### src/rtl/ota_cfg_spi_if.sv
// Pin bundle of the OTA configuration port: serial inputs, status outputs
// and the two analog trim control bytes.
interface ota_cfg_spi_if;
   logic       ena;
   logic [7:0] ui_in;
   logic [7:0] uio_in;
   logic [7:0] uo_out;
   logic [7:0] uio_out;
   logic [7:0] uio_oe;

   modport master (
      output ena, ui_in, uio_in,
      input  uo_out, uio_out, uio_oe
   );

   modport slave (
      input  ena, ui_in, uio_in,
      output uo_out, uio_out, uio_oe
   );
endinterface

### src/rtl/ota_cfg_spi.sv
// Mode-0 SPI slave holding three 8-bit configuration registers (OUT, OE,
// SCRATCH). 16-bit frames: R/W bit, 7-bit address, 8-bit data, MSB first.
// All serial pins are oversampled by clk through synchronizers.
module ota_cfg_spi #(
   parameter int unsigned SYNC_STAGES = 2
) (
   input logic         clk,
   input logic         rst_n,
   ota_cfg_spi_if.slave bus
);

   typedef enum logic [1:0] {StIdle, StCmd, StData} state_e;

   state_e state_q, state_d;

   logic [SYNC_STAGES-1:0] sclk_sync, mosi_sync, csn_sync;
   logic                   sclk_prev_q;
   logic                   sclk_s, mosi_s, csn_s, sclk_rise, sclk_fall;

   logic [4:0] cnt_q, cnt_d;
   logic [7:0] cmd_q, cmd_d;
   logic [6:0] data_q, data_d;
   logic [7:0] tx_q, tx_d;
   logic       miso_q, miso_d;
   logic       done_q, done_d;
   logic       err_q, err_d;
   logic [7:0] out_q, out_d;
   logic [7:0] oe_q, oe_d;
   logic [7:0] scratch_q, scratch_d;

   logic [7:0] cmd_shift;
   logic [7:0] data_shift;
   logic [7:0] rd_value;
   logic       addr_ok;
   logic       unused_inputs;

   assign unused_inputs = ^{bus.ena, bus.uio_in, bus.ui_in[7:3]};

   // Pin synchronizers plus one extra SCLK stage for edge detection.
   // CS_N resets to the deselected level so reset never looks like a frame start.
   always_ff @(posedge clk or negedge rst_n) begin
      if (!rst_n) begin
         sclk_sync   <= '0;
         mosi_sync   <= '0;
         csn_sync    <= '1;
         sclk_prev_q <= 1'b0;
      end else begin
         sclk_sync[0] <= bus.ui_in[0];
         mosi_sync[0] <= bus.ui_in[1];
         csn_sync[0]  <= bus.ui_in[2];
         for (int i = 1; i < SYNC_STAGES; i++) begin
            sclk_sync[i] <= sclk_sync[i-1];
            mosi_sync[i] <= mosi_sync[i-1];
            csn_sync[i]  <= csn_sync[i-1];
         end
         sclk_prev_q <= sclk_sync[SYNC_STAGES-1];
      end
   end

   assign sclk_s    = sclk_sync[SYNC_STAGES-1];
   assign mosi_s    = mosi_sync[SYNC_STAGES-1];
   assign csn_s     = csn_sync[SYNC_STAGES-1];
   assign sclk_rise = sclk_s & ~sclk_prev_q;
   assign sclk_fall = ~sclk_s & sclk_prev_q;

   assign cmd_shift  = {cmd_q[6:0], mosi_s};
   assign data_shift = {data_q, mosi_s};
   assign addr_ok    = (cmd_q[6:0] < 7'd3);

   // Read-back value for the command byte completing on this rise.
   always_comb begin
      rd_value = 8'h00;
      unique case (cmd_shift[6:0])
         7'd0:    rd_value = out_q;
         7'd1:    rd_value = oe_q;
         7'd2:    rd_value = scratch_q;
         default: rd_value = 8'h00;
      endcase
   end

   // State and datapath registers.
   always_ff @(posedge clk or negedge rst_n) begin
      if (!rst_n) begin
         state_q   <= StIdle;
         cnt_q     <= '0;
         cmd_q     <= '0;
         data_q    <= '0;
         tx_q      <= '0;
         miso_q    <= 1'b0;
         done_q    <= 1'b0;
         err_q     <= 1'b0;
         out_q     <= '0;
         oe_q      <= '0;
         scratch_q <= '0;
      end else begin
         state_q   <= state_d;
         cnt_q     <= cnt_d;
         cmd_q     <= cmd_d;
         data_q    <= data_d;
         tx_q      <= tx_d;
         miso_q    <= miso_d;
         done_q    <= done_d;
         err_q     <= err_d;
         out_q     <= out_d;
         oe_q      <= oe_d;
         scratch_q <= scratch_d;
      end
   end

   // Frame sequencing: command byte, data byte, then ignore SCLK until deselect.
   always_comb begin
      state_d   = state_q;
      cnt_d     = cnt_q;
      cmd_d     = cmd_q;
      data_d    = data_q;
      tx_d      = tx_q;
      miso_d    = miso_q;
      done_d    = 1'b0;
      err_d     = err_q;
      out_d     = out_q;
      oe_d      = oe_q;
      scratch_d = scratch_q;

      if (csn_s) begin
         // Deselect aborts any partial frame without side effects.
         state_d = StIdle;
         cnt_d   = '0;
         miso_d  = 1'b0;
      end else begin
         unique case (state_q)
            StIdle: begin
               cnt_d   = '0;
               miso_d  = 1'b0;
               state_d = StCmd;
            end
            StCmd: begin
               if (sclk_rise) begin
                  cmd_d = cmd_shift;
                  cnt_d = cnt_q + 5'd1;
                  if (cnt_q == 5'd7) begin
                     state_d = StData;
                     tx_d    = cmd_shift[7] ? rd_value : 8'h00;
                  end
               end
            end
            StData: begin
               // Counter parks at 16 so trailing rises are ignored.
               if (sclk_rise && cnt_q != 5'd16) begin
                  data_d = data_shift[6:0];
                  cnt_d  = cnt_q + 5'd1;
                  if (cnt_q == 5'd15) begin
                     done_d = 1'b1;
                     err_d  = ~addr_ok;
                     if (!cmd_q[7]) begin
                        unique case (cmd_q[6:0])
                           7'd0:    out_d     = data_shift;
                           7'd1:    oe_d      = data_shift;
                           7'd2:    scratch_d = data_shift;
                           default: ;
                        endcase
                     end
                  end
               end
               if (sclk_fall && cmd_q[7]) begin
                  miso_d = tx_q[7];
                  tx_d   = {tx_q[6:0], 1'b0};
               end
            end
            default: state_d = StIdle;
         endcase
      end
   end

   assign bus.uo_out  = {5'b00000, err_q, done_q, miso_q};
   assign bus.uio_out = out_q;
   assign bus.uio_oe  = oe_q;

endmodule

### src/flat_wrapper.sv
// flat-port wrapper written by rule: the top's interface ports become plain ports
module ota_cfg_spi_flat 
#(
   parameter int unsigned SYNC_STAGES = 2
)
  (clk, rst_n, bus_ena, bus_ui_in, bus_uio_in, bus_uo_out, bus_uio_out, bus_uio_oe);
  ota_cfg_spi_if bus_i ();
  input logic clk;
  input logic rst_n;
  input wire logic [$bits(bus_i.ena)-1:0] bus_ena;
  input wire logic [$bits(bus_i.ui_in)-1:0] bus_ui_in;
  input wire logic [$bits(bus_i.uio_in)-1:0] bus_uio_in;
  output wire logic [$bits(bus_i.uo_out)-1:0] bus_uo_out;
  output wire logic [$bits(bus_i.uio_out)-1:0] bus_uio_out;
  output wire logic [$bits(bus_i.uio_oe)-1:0] bus_uio_oe;
  assign bus_i.ena = bus_ena;
  assign bus_i.ui_in = bus_ui_in;
  assign bus_i.uio_in = bus_uio_in;
  assign bus_uo_out = bus_i.uo_out;
  assign bus_uio_out = bus_i.uio_out;
  assign bus_uio_oe = bus_i.uio_oe;
  ota_cfg_spi #(.SYNC_STAGES(SYNC_STAGES)) u_core (.clk(clk), .rst_n(rst_n), .bus(bus_i));
endmodule
### config.mk
export PLATFORM = sky130hd
export DESIGN_NAME = ota_cfg_spi_flat
export DESIGN_NICKNAME = d
export VERILOG_FILES = /design/src/rtl/ota_cfg_spi_if.sv /design/src/rtl/ota_cfg_spi.sv /design/src/flat_wrapper.sv
export SDC_FILE = /design/constraint.sdc
export NUM_CORES = 1
export LEC_CHECK = 0
export BUFFER_PORTS_ARGS = -buffer_cell sky130_fd_sc_hd__buf_4
export CORE_ASPECT_RATIO = 1.4
export CORE_MARGIN = 2
export CORE_UTILIZATION = 47
export DETAILED_ROUTE_END_ITERATION = 10
export PLACE_DENSITY = 0.67
export REMOVE_ABC_BUFFERS = 1
export SYNTH_ARGS = -nofsm -noshare
export SYNTH_HDL_FRONTEND = slang
export SYNTH_SLANG_ARGS = --single-unit
### constraint.sdc
create_clock -name clk -period 4.4 [get_ports clk]
set_input_delay 0.22 -clock clk [delete_from_list [all_inputs] [get_ports clk]]
set_output_delay 0.22 -clock clk [all_outputs]
set_load 0.02 [all_outputs]
==> results.yml, run 1 <==
layout:
  fin_nets: 291
  layout_common_cells: "dfrtp_1, mux2_2, buf_4"
  area_growth_pct: 13.2
  drive_gt1_share_pct: 37.4
  utilization_pct: 55.1
  mostFrequentLayoutCell: "dfrtp_1"
  fill_cells: 560
  diodes: 0
power_and_ir_drop:
  power_switching_w: 0.000340
  irDropWorstVdd_mv: 0.235
  switching_share_pct: 26.6
  pwr-share-comb_pct: 11.7
  clockPowerShare_pct: 36.9
  internal-power_w: 0.000935
  p_leak_nw: 1.64
  powerDensity_nw_per_um2: 370
  seq_power_share_pct: 51.4
sta:
  fin_crit_sh_pct: 60.5
  slew-limit-headroom_pct: 21.5
  layout_min_cycle_time_ns: 2.66
  hold_slack_ns: -0.0310
  rsz0062_at_grt: "no"
  setup_viol: 0
  final-hold-violation-count: 25
  max_freq_mhz: 376
  worst_slew_pin_slew_ns: 1.18
  report.final.slew_viol_count: 0
  clock_skew_ns: 0.00462
  fin_setup_tns_ns: 0
global_route:
  grtUsageMet3_pct: 4.26
  grt_pass1_wl_mm: 9.65
  grt_overflow: 0
  grt_use_met2_pct: 29.6
  grt_max_degree: 65
  grt-busiest-layer: "met2"
  use_met1_pct: 21.7
  antenna_found_initial: 0
  grt_pass1_vias: 1999
  grt_usage_pct: 17.5
cts:
  htreeDepth: 3
  cts_tree: "yes"
  cts_buffers: 9
  clk-insertion-delay-late_ns: 0.33
  cts-root-buf: "clkbuf_8"
  cts.sinks: 64
  cts_buffer_depth: 2
  cts.clk_slew.worst_paths_ns: 0.07
  cts_resized: 0
route:
  drt_iter0_markers: 79
  wl_per_cell_um: 16.2
  routed_wirelength_mm: 5.53
  drc: 0
  antenna_left: 0
  vias_per_cell: 5.53
  drt-pass1-iter-count: 4
  num_vias: 1890
outcome:
  status: "complete, but fails checks"
  violations: "hold timing"
floorplan:
  fp.dieH_um: 99.2
  die_w_um: 72.0
  rows: 34
  initial_core_util_pct: 48.7
  core_um2: 6250
  pin_count: 43
  dieArea_um2: 7150
synth:
  synth_compound_area_share_pct: 7.11
  yosysUniqueCellTypes: 38
  synthTopCellsByArea: "dfrtp_1, mux2_2, mux2_4"
  synth_top_area_share_pct: 51.0
  ys_seq_area_share_pct: 52.7
  syn_area_per_cell_um2: 12.7
  syn_area_um2: 3040
  synthMuxAreaShare_pct: 21.7
  netlist_instances: 239
  synthAdderAreaFrac_pct: 2.88
  synth_top_family_by_area: "multiplexers"
  ys_ff_latch: 64
  synth_top_area_cell: "dfrtp_1"
  synth_simple_gate_area_share_pct: 11.3
  synth-xor-area-share_pct: 0
  synth_warnings: 0
worst_setup_path:
  r2r.worst_path.cells: 7
  crit_path_end_kind: "register"
  cp.arrival_ns: 2.87
  worstPathRequired_ns: 4.61
  worstPathMaxFanout: 8
  path_class: "register to register"
  worstSetupStartpointType: "register"
placement:
  port_buffers: 23
  hpwl_mm: 3.67
  gp_congestion: 0.818
worst_hold_path:
  hold_path_class: "input port to asynchronous set/reset pin"
job:
  drv_cap: 0
worst paths after layout:
kind                                          startpoint                          endpoint  slack [ns]
hold reg to reg            u_core.mosi_sync[0]$_DFF_PN0_     u_core.mosi_sync[1]$_DFF_PN0_        0.35
hold / removal                                     rst_n  u_core.bus.uio_oe[6]$_DFFE_PN0P_       -0.03
setup reg to reg             u_core.cnt_q[1]$_DFFE_PN0P_   u_core.scratch_q[3]$_DFFE_PN0P_        1.74
min in group clk           u_core.mosi_sync[0]$_DFF_PN0_     u_core.mosi_sync[1]$_DFF_PN0_        0.35
setup / recovery             u_core.cnt_q[1]$_DFFE_PN0P_   u_core.scratch_q[3]$_DFFE_PN0P_        1.74
max in group asynchronous                          rst_n        u_core.tx_q[6]$_DFFE_PN0P_        3.89
repair_timing:
action / 4_1_cts / 5_1_grt
hold buffers: 3 / 0
setup buffers: 0 / 0
hold endpoints to repair: 3 / 0
worst max-delay path: stages (launching register included):
cell and delay, ns:
dfrtp_1 0.40, ha_1 0.22, and3_1 0.16, ha_1 0.14, inv_1 0.05, or4b_4 0.58
nor4b_4 0.58, mux2_2 0.41
registers in the layout, summed over array words and instances, names as in the netlist:
register / cells
u_core.bus.uio_oe: 8
u_core.bus.uio_out: 8
u_core.cmd_q: 8
u_core.scratch_q: 8
u_core.tx_q: 8
u_core.data_q: 7
u_core.cnt_q: 5
u_core.csn_sync: 2
u_core.mosi_sync: 2
u_core.sclk_sync: 2
u_core.state_q: 2
u_core.done_q: 1
u_core.err_q: 1
u_core.miso_q: 1
u_core.sclk_prev_q: 1
synthesized netlist by cell type:
| cell | instances |
|---|---|
| dfrtp_1 | 62 |
| mux2_2 | 48 |
| nand2_1 | 15 |
| o21ai_0 | 11 |
| nand3_1 | 9 |
| a22oi_1 | 8 |
| buf_4 | 8 |
| mux2_4 | 8 |
| a21oi_1 | 7 |
| ha_1 | 7 |
| clkbuf_1 | 6 |
| inv_1 | 6 |
| nor2_1 | 5 |
| nand3b_1 | 3 |
| nor2b_1 | 3 |
| nor3b_1 | 3 |
| a31oi_1 | 2 |
| and3_1 | 2 |
| buf_1 | 2 |
| dfstp_2 | 2 |
| nand2b_1 | 2 |
| nand4bb_1 | 2 |
| nor4_4 | 2 |
| o211ai_1 | 2 |
| a211oi_1 | 1 |
| a21o_1 | 1 |
| buf_6 | 1 |
| clkinv_1 | 1 |
| conb_1 | 1 |
| nand4b_1 | 1 |
| nor3_1 | 1 |
| nor4b_4 | 1 |
| o21a_1 | 1 |
| o31ai_1 | 1 |
| o41ai_1 | 1 |
| or4_1 | 1 |
| or4_4 | 1 |
| or4b_4 | 1 |
routing by layer:
layer | routed length [µm] | part of all wire [%]
met5 | 0 | 0
met4 | 79 | 1.4
met3 | 173 | 3.1
met2 | 2900 | 53
met1 | 2370 | 43
cell type report:
class	count	area [µm²]	area share (%)
Timing Repair Buffer	28	218	6.32
Clock buffer	12	135	3.92
Inverter	7	26.3	0.763
Sequential cell	64	1600	46.6
Tap cell	72	90.1	2.61
Multi-Input combinational cell	155	1330	38.5
Clock inverter	4	45.0	1.31
through the flow:
| stage | total power [W] | cells | hold WS (ns) | setup WS [ns] | cell area, µm² |
|---|---|---|---|---|---|
| after floorplan | 0.000763 | 226 | -0.0756 | 1.80 | 2960 |
| after global placement | 0.000810 | 323 | 0.330 | 1.69 | 3240 |
| after detailed placement | 0.000815 | 323 | 0.330 | 1.75 | 3240 |
| after CTS | 0.00129 | 342 | 0.0108 | 1.73 | 3450 |
| after global routing | 0.00134 | 342 | 0.0466 | 1.57 | 3450 |
| final | 0.00127 | 342 | -0.0310 | 1.74 | 3450 |
power groups by stage:
stage / registers [W] / clock network, W / logic (W)
6_report: 0.000655 / 0.000471 / 0.000149
5_1_grt: 0.000661 / 0.000508 / 0.000167
4_1_cts: 0.000656 / 0.000486 / 0.000150
3_5_place_dp: 0.000667 / 0 / 0.000148
3_3_place_gp: 0.000665 / 0 / 0.000145
2_1_floorplan: 0.000657 / 0 / 0.000106
logic make-up (layout without fill, tap and decap cells):
| logic type | count (synthesis) | in the layout |
|---|---|---|
| buf+inv | 24 | 51 |
| compound gates | 35 | 35 |
| fa+ha+maj | 7 | 7 |
| flops | 64 | 64 |
| other cells | 1 | 5 |
| mux | 56 | 56 |
| simple gates | 52 | 52 |
Note: power is estimated with default switching activity, not from simulation.
==> inputs of run 2 (changes only) <==
--- a/config.mk
+++ b/config.mk
@@ -10,7 +10,7 @@
 export CORE_MARGIN = 2
 export CORE_UTILIZATION = 47
 export DETAILED_ROUTE_END_ITERATION = 10
-export PLACE_DENSITY = 0.67
+export PLACE_DENSITY = 0.7
 export REMOVE_ABC_BUFFERS = 1
 export SYNTH_ARGS = -nofsm -noshare
 export SYNTH_HDL_FRONTEND = slang
==> constraint.sdc (replaced) <==
create_clock -name clk -period 2.2 [get_ports clk]
set_input_delay 0.11 -clock clk [delete_from_list [all_inputs] [get_ports clk]]
set_output_delay 0.11 -clock clk [all_outputs]
set_load 0.02 [all_outputs]
==> run 2 against run 1 <==
The flow finishes with violations (setup timing). Utilization grew 4.6 points. First-iteration DRC count grew 1.3%. Global-route usage grew 1.7 points. Clock power grew to 2.5 times the previous value. Sequential cell count is the same. Worst hold slack gained 0.38 ns. Critical endpoint is now u_core.bus.uio_oe[2]$_DFFE_PN0P_. Largest power group unchanged.
==> results.yml, run 2 (synthesized netlist as in run 1, its figures left out) <==
worst_setup_path:
  crit_path_end_kind: "register"
  worstSetupStartpointType: "register"
  rr_endpoint: "u_core.bus.uio_oe[2]$_DFFE_PN0P_"
  path_class: "register to register"
  rrSetupSlack_ns: -0.20
  worst-path-buf-inv: 1
  critPathMaxStageDelay_ns: 0.56
  endpoint: "u_core.bus.uio_oe[2]$_DFFE_PN0P_"
  critPathSlowestCell: "or4_4"
  cp.arrival_ns: 2.62
  path_depth: 7
  cp-startpoint: "u_core.cnt_q[0]$_DFFE_PN0P_"
  r2r.worst_path.cells: 7
  timing.rr.start: "u_core.cnt_q[0]$_DFFE_PN0P_"
  crit_chain: "ha_2 > and3_4 > ha_4 > inv_2 > or4b_4 > or4_4 > mux2_4"
  crit_family: "simple AND/OR/NAND/NOR gates"
  worstPathRequired_ns: 2.42
  worstPathMaxFanout: 8
route:
  drt-pass1-iter-count: 4
  routed_wirelength_mm: 6.21
  drc: 0
  num_vias: 2014
  vias_per_cell: 5.55
  antenna_left: 0
  drt_iter0_markers: 80
  wl_per_cell_um: 17.1
placement:
  dpl_cell_area_um2: 3360
  gp_congestion: 0.790
  pre_cts_slack_ns: -0.305
  port_buffers: 23
  place_inst: 338
  hpwl_mm: 3.90
cts:
  cts-root-buf: "clkbuf_8"
  cts.sinks: 64
  cts_tree: "yes"
  htreeDepth: 3
  clk-insertion-delay-late_ns: 0.35
  cts_buffers: 9
  cts_buffer_depth: 2
  cts.clk_slew.worst_paths_ns: 0.07
layout:
  final_cells: 363
  layout_common_cells: "dfrtp_1, buf_4, mux2_2"
  fin_nets: 312
  drive_gt1_share_pct: 43.6
  diodes: 0
  final_area_um2: 3730
  area_growth_pct: 22.6
  mostFrequentLayoutCell: "dfrtp_1"
floorplan:
  initial_core_util_pct: 48.7
  dieArea_um2: 7150
  fp.dieH_um: 99.2
  pin_count: 43
  rows: 34
  die_w_um: 72.0
  core_um2: 6250
global_route:
  antenna_found_initial: 0
  grt_max_degree: 65
  grt_overflow: 0
  grt_usage_pct: 19.1
  grt_pass1_vias: 2110
  grt_pass1_wl_mm: 10.2
sta:
  final-hold-violation-count: 0
  clock_skew_ns: 0.0123
  max_freq_mhz: 417
  fin_crit_sh_pct: 109
  setup_ws_ns: -0.196
  setup_viol: 24
  rsz0062_at_grt: "yes"
  report.final.slew_viol_count: 0
  worst_slew_pin_slew_ns: 0.820
  layout_min_cycle_time_ns: 2.40
  slew-limit-headroom_pct: 45.3
power_and_ir_drop:
  irDropWorstVdd_mv: 0.455
  powerDensity_nw_per_um2: 770
  p_leak_nw: 1.78
  p_total_w: 0.00287
worst_hold_path:
  hold_start: "u_core.mosi_sync[0]$_DFF_PN0_"
  hold_path_class: "register to register"
outcome:
  violations: "setup timing"
  status: "complete, but fails checks"
job:
  drv_cap: 0
run 2: cell count changes in the layout (fill, tap and decap cells not counted), moves of 2 or more:
cell      delta
mux2_4       +8
clkinv_2     -3
mux2_2       -8
ha_1         -2
buf_6        +2
clkbuf_8     +3
buf_4       +17
run 2: layer usage:
layer  track usage, %  wire length [µm]  vias to the layer above
li1                 -                 -                      942
met4             10.9               171                        0
met3             3.34               202                       13
met5                0                 0                        -
met2             31.8              3220                       45
met1             23.2              2620                     1014
run 2: layout make-up:
cell class              instances  area (µm²)
multi-input cells             155        1380
clock buffers                  14         173
flip-flops and latches         64        1600
inverters                       7        26.3
well taps                      72        90.1
repair buffers                 49         398
clock inverters                 2        60.1
fillers                       495        2520
run 2: what timing repair did:
| item | 4_1_cts | 5_1_grt |
|---|---|---|
| gates resized for setup | 6 | 10 |
| hold endpoints to repair | 65 | 0 |
| cloned | 0 | 0 |
| hold buffers | 4 | 0 |
| buffers inserted | 4 | 1 |
| pin swaps | 3 | 2 |
| setup endpoints to repair | 24 | 32 |
run 2: worst register-to-register path, cell delays in order, from the launching register on:
cell and delay (ns):
dfrtp_1 0.36, ha_2 0.18, and3_4 0.18, ha_4 0.12, inv_2 0.03, or4b_4 0.48
or4_4 0.56, mux2_4 0.35
run 2: through the flow:
stage	util (%)	hold WS (ns)	setup TNS, ns
6_report	59.7	0.350	-3.59
2_1_floorplan	-	-0.186	-8.02
3_5_place_dp	53.7	0.220	-4.94
4_1_cts	59.0	0.354	-4.52
5_1_grt	59.7	0.365	-5.44
3_3_place_gp	53.7	0.219	-3.52
run 2: how the worst min path moves through the flow:
| stage | to | slack (ns) | depth (start not counted) |
|---|---|---|---|
| 2_1_floorplan | u_core.bus.uio_oe[0]$_DFFE_PN0P_ | -0.19 | 0 |
| 3_3_place_gp | u_core.csn_sync[0]$_DFF_PN1_ | 0.22 | 1 |
| 3_5_place_dp | u_core.csn_sync[0]$_DFF_PN1_ | 0.22 | 1 |
| 4_1_cts | u_core.mosi_sync[1]$_DFF_PN0_ | 0.35 | 0 |
| 5_1_grt | u_core.csn_sync[1]$_DFF_PN1_ | 0.37 | 0 |
| 6_report | u_core.mosi_sync[1]$_DFF_PN0_ | 0.35 | 0 |
run 2: power breakdown:
group          internal [W]  switching, W  total [W]
registers           0.00123     0.0000815    0.00131
logic              0.000184      0.000204   0.000388
clock network      0.000732      0.000443    0.00118
total               0.00214      0.000729    0.00287
==> inputs of run 3 (changes only) <==
--- a/config.mk
+++ b/config.mk
@@ -10,7 +10,7 @@
 export CORE_MARGIN = 2
 export CORE_UTILIZATION = 47
 export DETAILED_ROUTE_END_ITERATION = 10
-export PLACE_DENSITY = 0.7
+export PLACE_DENSITY = 0.67
 export REMOVE_ABC_BUFFERS = 1
 export SYNTH_ARGS = -nofsm -noshare
 export SYNTH_HDL_FRONTEND = slang
==> run 3 against run 2 <==
The flow still finishes with violations (setup timing). Cell area is 1.1% lower. Utilization decreased by 0.66 points. Register-to-register slack is essentially flat. Clock-buffer cell count is 3 lower. Clock skew shrank 0.0029 ns. Sequential cell count did not move. Sequential share of layout area grew 0.48 points. Sequential power hardly changed. Die area stayed put. Non-clock buffer count unchanged. Largest cell class unchanged. Largest power group unchanged.
==> results.yml, run 3 (synthesized netlist as in run 1, its figures left out) <==
sta:
  fin_crit_sh_pct: 109
  setup_ws_ns: -0.204
  setup_viol: 24
  slew-limit-headroom_pct: 45.4
  report.final.slew_viol_count: 0
  clock_skew_ns: 0.00935
  worst_slew_pin_slew_ns: 0.819
  final-hold-violation-count: 0
  layout_min_cycle_time_ns: 2.40
  rsz0062_at_grt: "yes"
  max_freq_mhz: 416
power_and_ir_drop:
  p_leak_nw: 1.76
  pwr-share-comb_pct: 14.4
  switching_share_pct: 26.1
  power_switching_w: 0.000700
  internal-power_w: 0.00198
  irDropWorstVdd_mv: 0.449
  seq_power_share_pct: 48.6
  clockPowerShare_pct: 37.0
  powerDensity_nw_per_um2: 727
job:
  drv_cap: 0
global_route:
  grt_usage_pct: 18.3
  grt_pass1_wl_mm: 9.87
  grt_max_degree: 65
  grt_overflow: 0
  antenna_found_initial: 0
  grt_pass1_vias: 2037
layout:
  fin_nets: 312
  drive_gt1_share_pct: 43.6
  mostFrequentLayoutCell: "dfrtp_1"
  final_cells: 361
  diodes: 0
  final_area_um2: 3690
  fill_cells: 519
  area_growth_pct: 21.2
  layout_common_cells: "dfrtp_1, buf_4, mux2_2"
cts:
  htreeDepth: 3
  cts_buffers: 9
  cts.sinks: 64
  cts.clk_slew.worst_paths_ns: 0.07
  cts_tree: "yes"
  clk-insertion-delay-late_ns: 0.34
  cts_buffer_depth: 2
  cts-root-buf: "clkbuf_8"
route:
  antenna_left: 0
  drt_iter0_markers: 61
  drt-pass1-iter-count: 4
  wl_per_cell_um: 16.7
  vias_per_cell: 5.54
  routed_wirelength_mm: 6.04
  drc: 0
  num_vias: 2000
floorplan:
  dieArea_um2: 7150
  initial_core_util_pct: 48.7
  pin_count: 43
  rows: 34
  core_um2: 6250
  die_w_um: 72.0
  fp.dieH_um: 99.2
worst_hold_path:
  hold_path_class: "register to register"
  hold_start: "u_core.mosi_sync[0]$_DFF_PN0_"
worst_setup_path:
  path_class: "register to register"
  worstPathMaxFanout: 8
  timing.rr.start: "u_core.cnt_q[0]$_DFFE_PN0P_"
  cp-startpoint: "u_core.cnt_q[0]$_DFFE_PN0P_"
  cp.arrival_ns: 2.62
  worstPathRequired_ns: 2.41
  crit_path_end_kind: "register"
  worstSetupStartpointType: "register"
placement:
  gp_congestion: 0.792
  place_inst: 340
  port_buffers: 23
  hpwl_mm: 4.00
  dpl_cell_area_um2: 3380
outcome:
  violations: "setup timing"
  status: "complete, but fails checks"
## run 3: cell count changes in the layout (fill, tap and decap cells not counted)
cell        delta
clkinv_2       +1
clkinvlp_4     +1
clkbuf_8       -1
clkbuf_1       -2
nand2_1        +1
bufinv_16      -1
nand2_2        -1
## run 3: final timing paths
kind / cells past startpoint / slack [ns] / end
max: 7 / -0.20 / u_core.bus.uio_oe[4]$_DFFE_PN0P_
min: 0 / 0.35 / u_core.mosi_sync[1]$_DFF_PN0_
max reg2reg: 7 / -0.20 / u_core.bus.uio_oe[4]$_DFFE_PN0P_
min reg2reg: 0 / 0.35 / u_core.mosi_sync[1]$_DFF_PN0_
max in group asynchronous: 2 / 1.24 / u_core.tx_q[1]$_DFFE_PN0P_
min in group asynchronous: 2 / 0.39 / u_core.bus.uio_out[7]$_DFFE_PN0P_
## run 3: power by group through the flow
stage,clock (W),combinational (W),sequential (W)
6_report,0.000992,0.000387,0.00130
5_1_grt,0.00107,0.000429,0.00131
4_1_cts,0.00102,0.000387,0.00130
3_5_place_dp,0,0.000379,0.00132
3_3_place_gp,0,0.000371,0.00132
2_1_floorplan,0,0.000213,0.00131
## run 3: layout make-up
cell class / instances / area [µm²] / share of cell area [%]
Timing Repair Buffer: 49 / 398 / 10.8
Multi-Input combinational cell: 155 / 1380 / 37.3
Clock buffer: 11 / 151 / 4.10
Sequential cell: 64 / 1600 / 43.5
Inverter: 7 / 26.3 / 0.712
Clock inverter: 3 / 42.5 / 1.15
Tap cell: 72 / 90.1 / 2.44
## run 3: through the flow
stage / hold WS [ns] / total power [W] / utilization (%) / TNS (ns) / setup WS, ns
after floorplan: -0.186 / 0.00153 / - / -8.02 / -0.398
after detailed placement: 0.219 / 0.00170 / 54.0 / -4.04 / -0.271
after global placement: 0.218 / 0.00170 / 54.0 / -3.67 / -0.254
final: 0.348 / 0.00268 / 59.0 / -4.11 / -0.204
after CTS: 0.350 / 0.00271 / 58.3 / -5.16 / -0.293
after global routing: 0.360 / 0.00281 / 59.0 / -5.60 / -0.274
## run 3: critical path, cell delays in order (launching register included)
cell,delay (ns)
dfrtp_1,0.36
ha_2,0.18
and3_4,0.18
ha_4,0.12
inv_2,0.03
or4b_4,0.52
or4_4,0.56
mux2_4,0.34
## run 3: layer usage
layer  track usage [%]  up-vias  wire length (µm)
li1                  -      934                 -
met1              22.3     1024              2530
met2              30.4       30              3210
met3              3.75       12               152
met4              9.72        0               151
met5                 0        -                 0
## run 3: repair_timing
action                                  CTS  global route
resized for setup                         6             9
hold buffers                              4             0
buffers inserted                          2             1
pin swaps                                 3             1
endpoints found under the hold margin    65             0
endpoints found under the setup margin   24            24
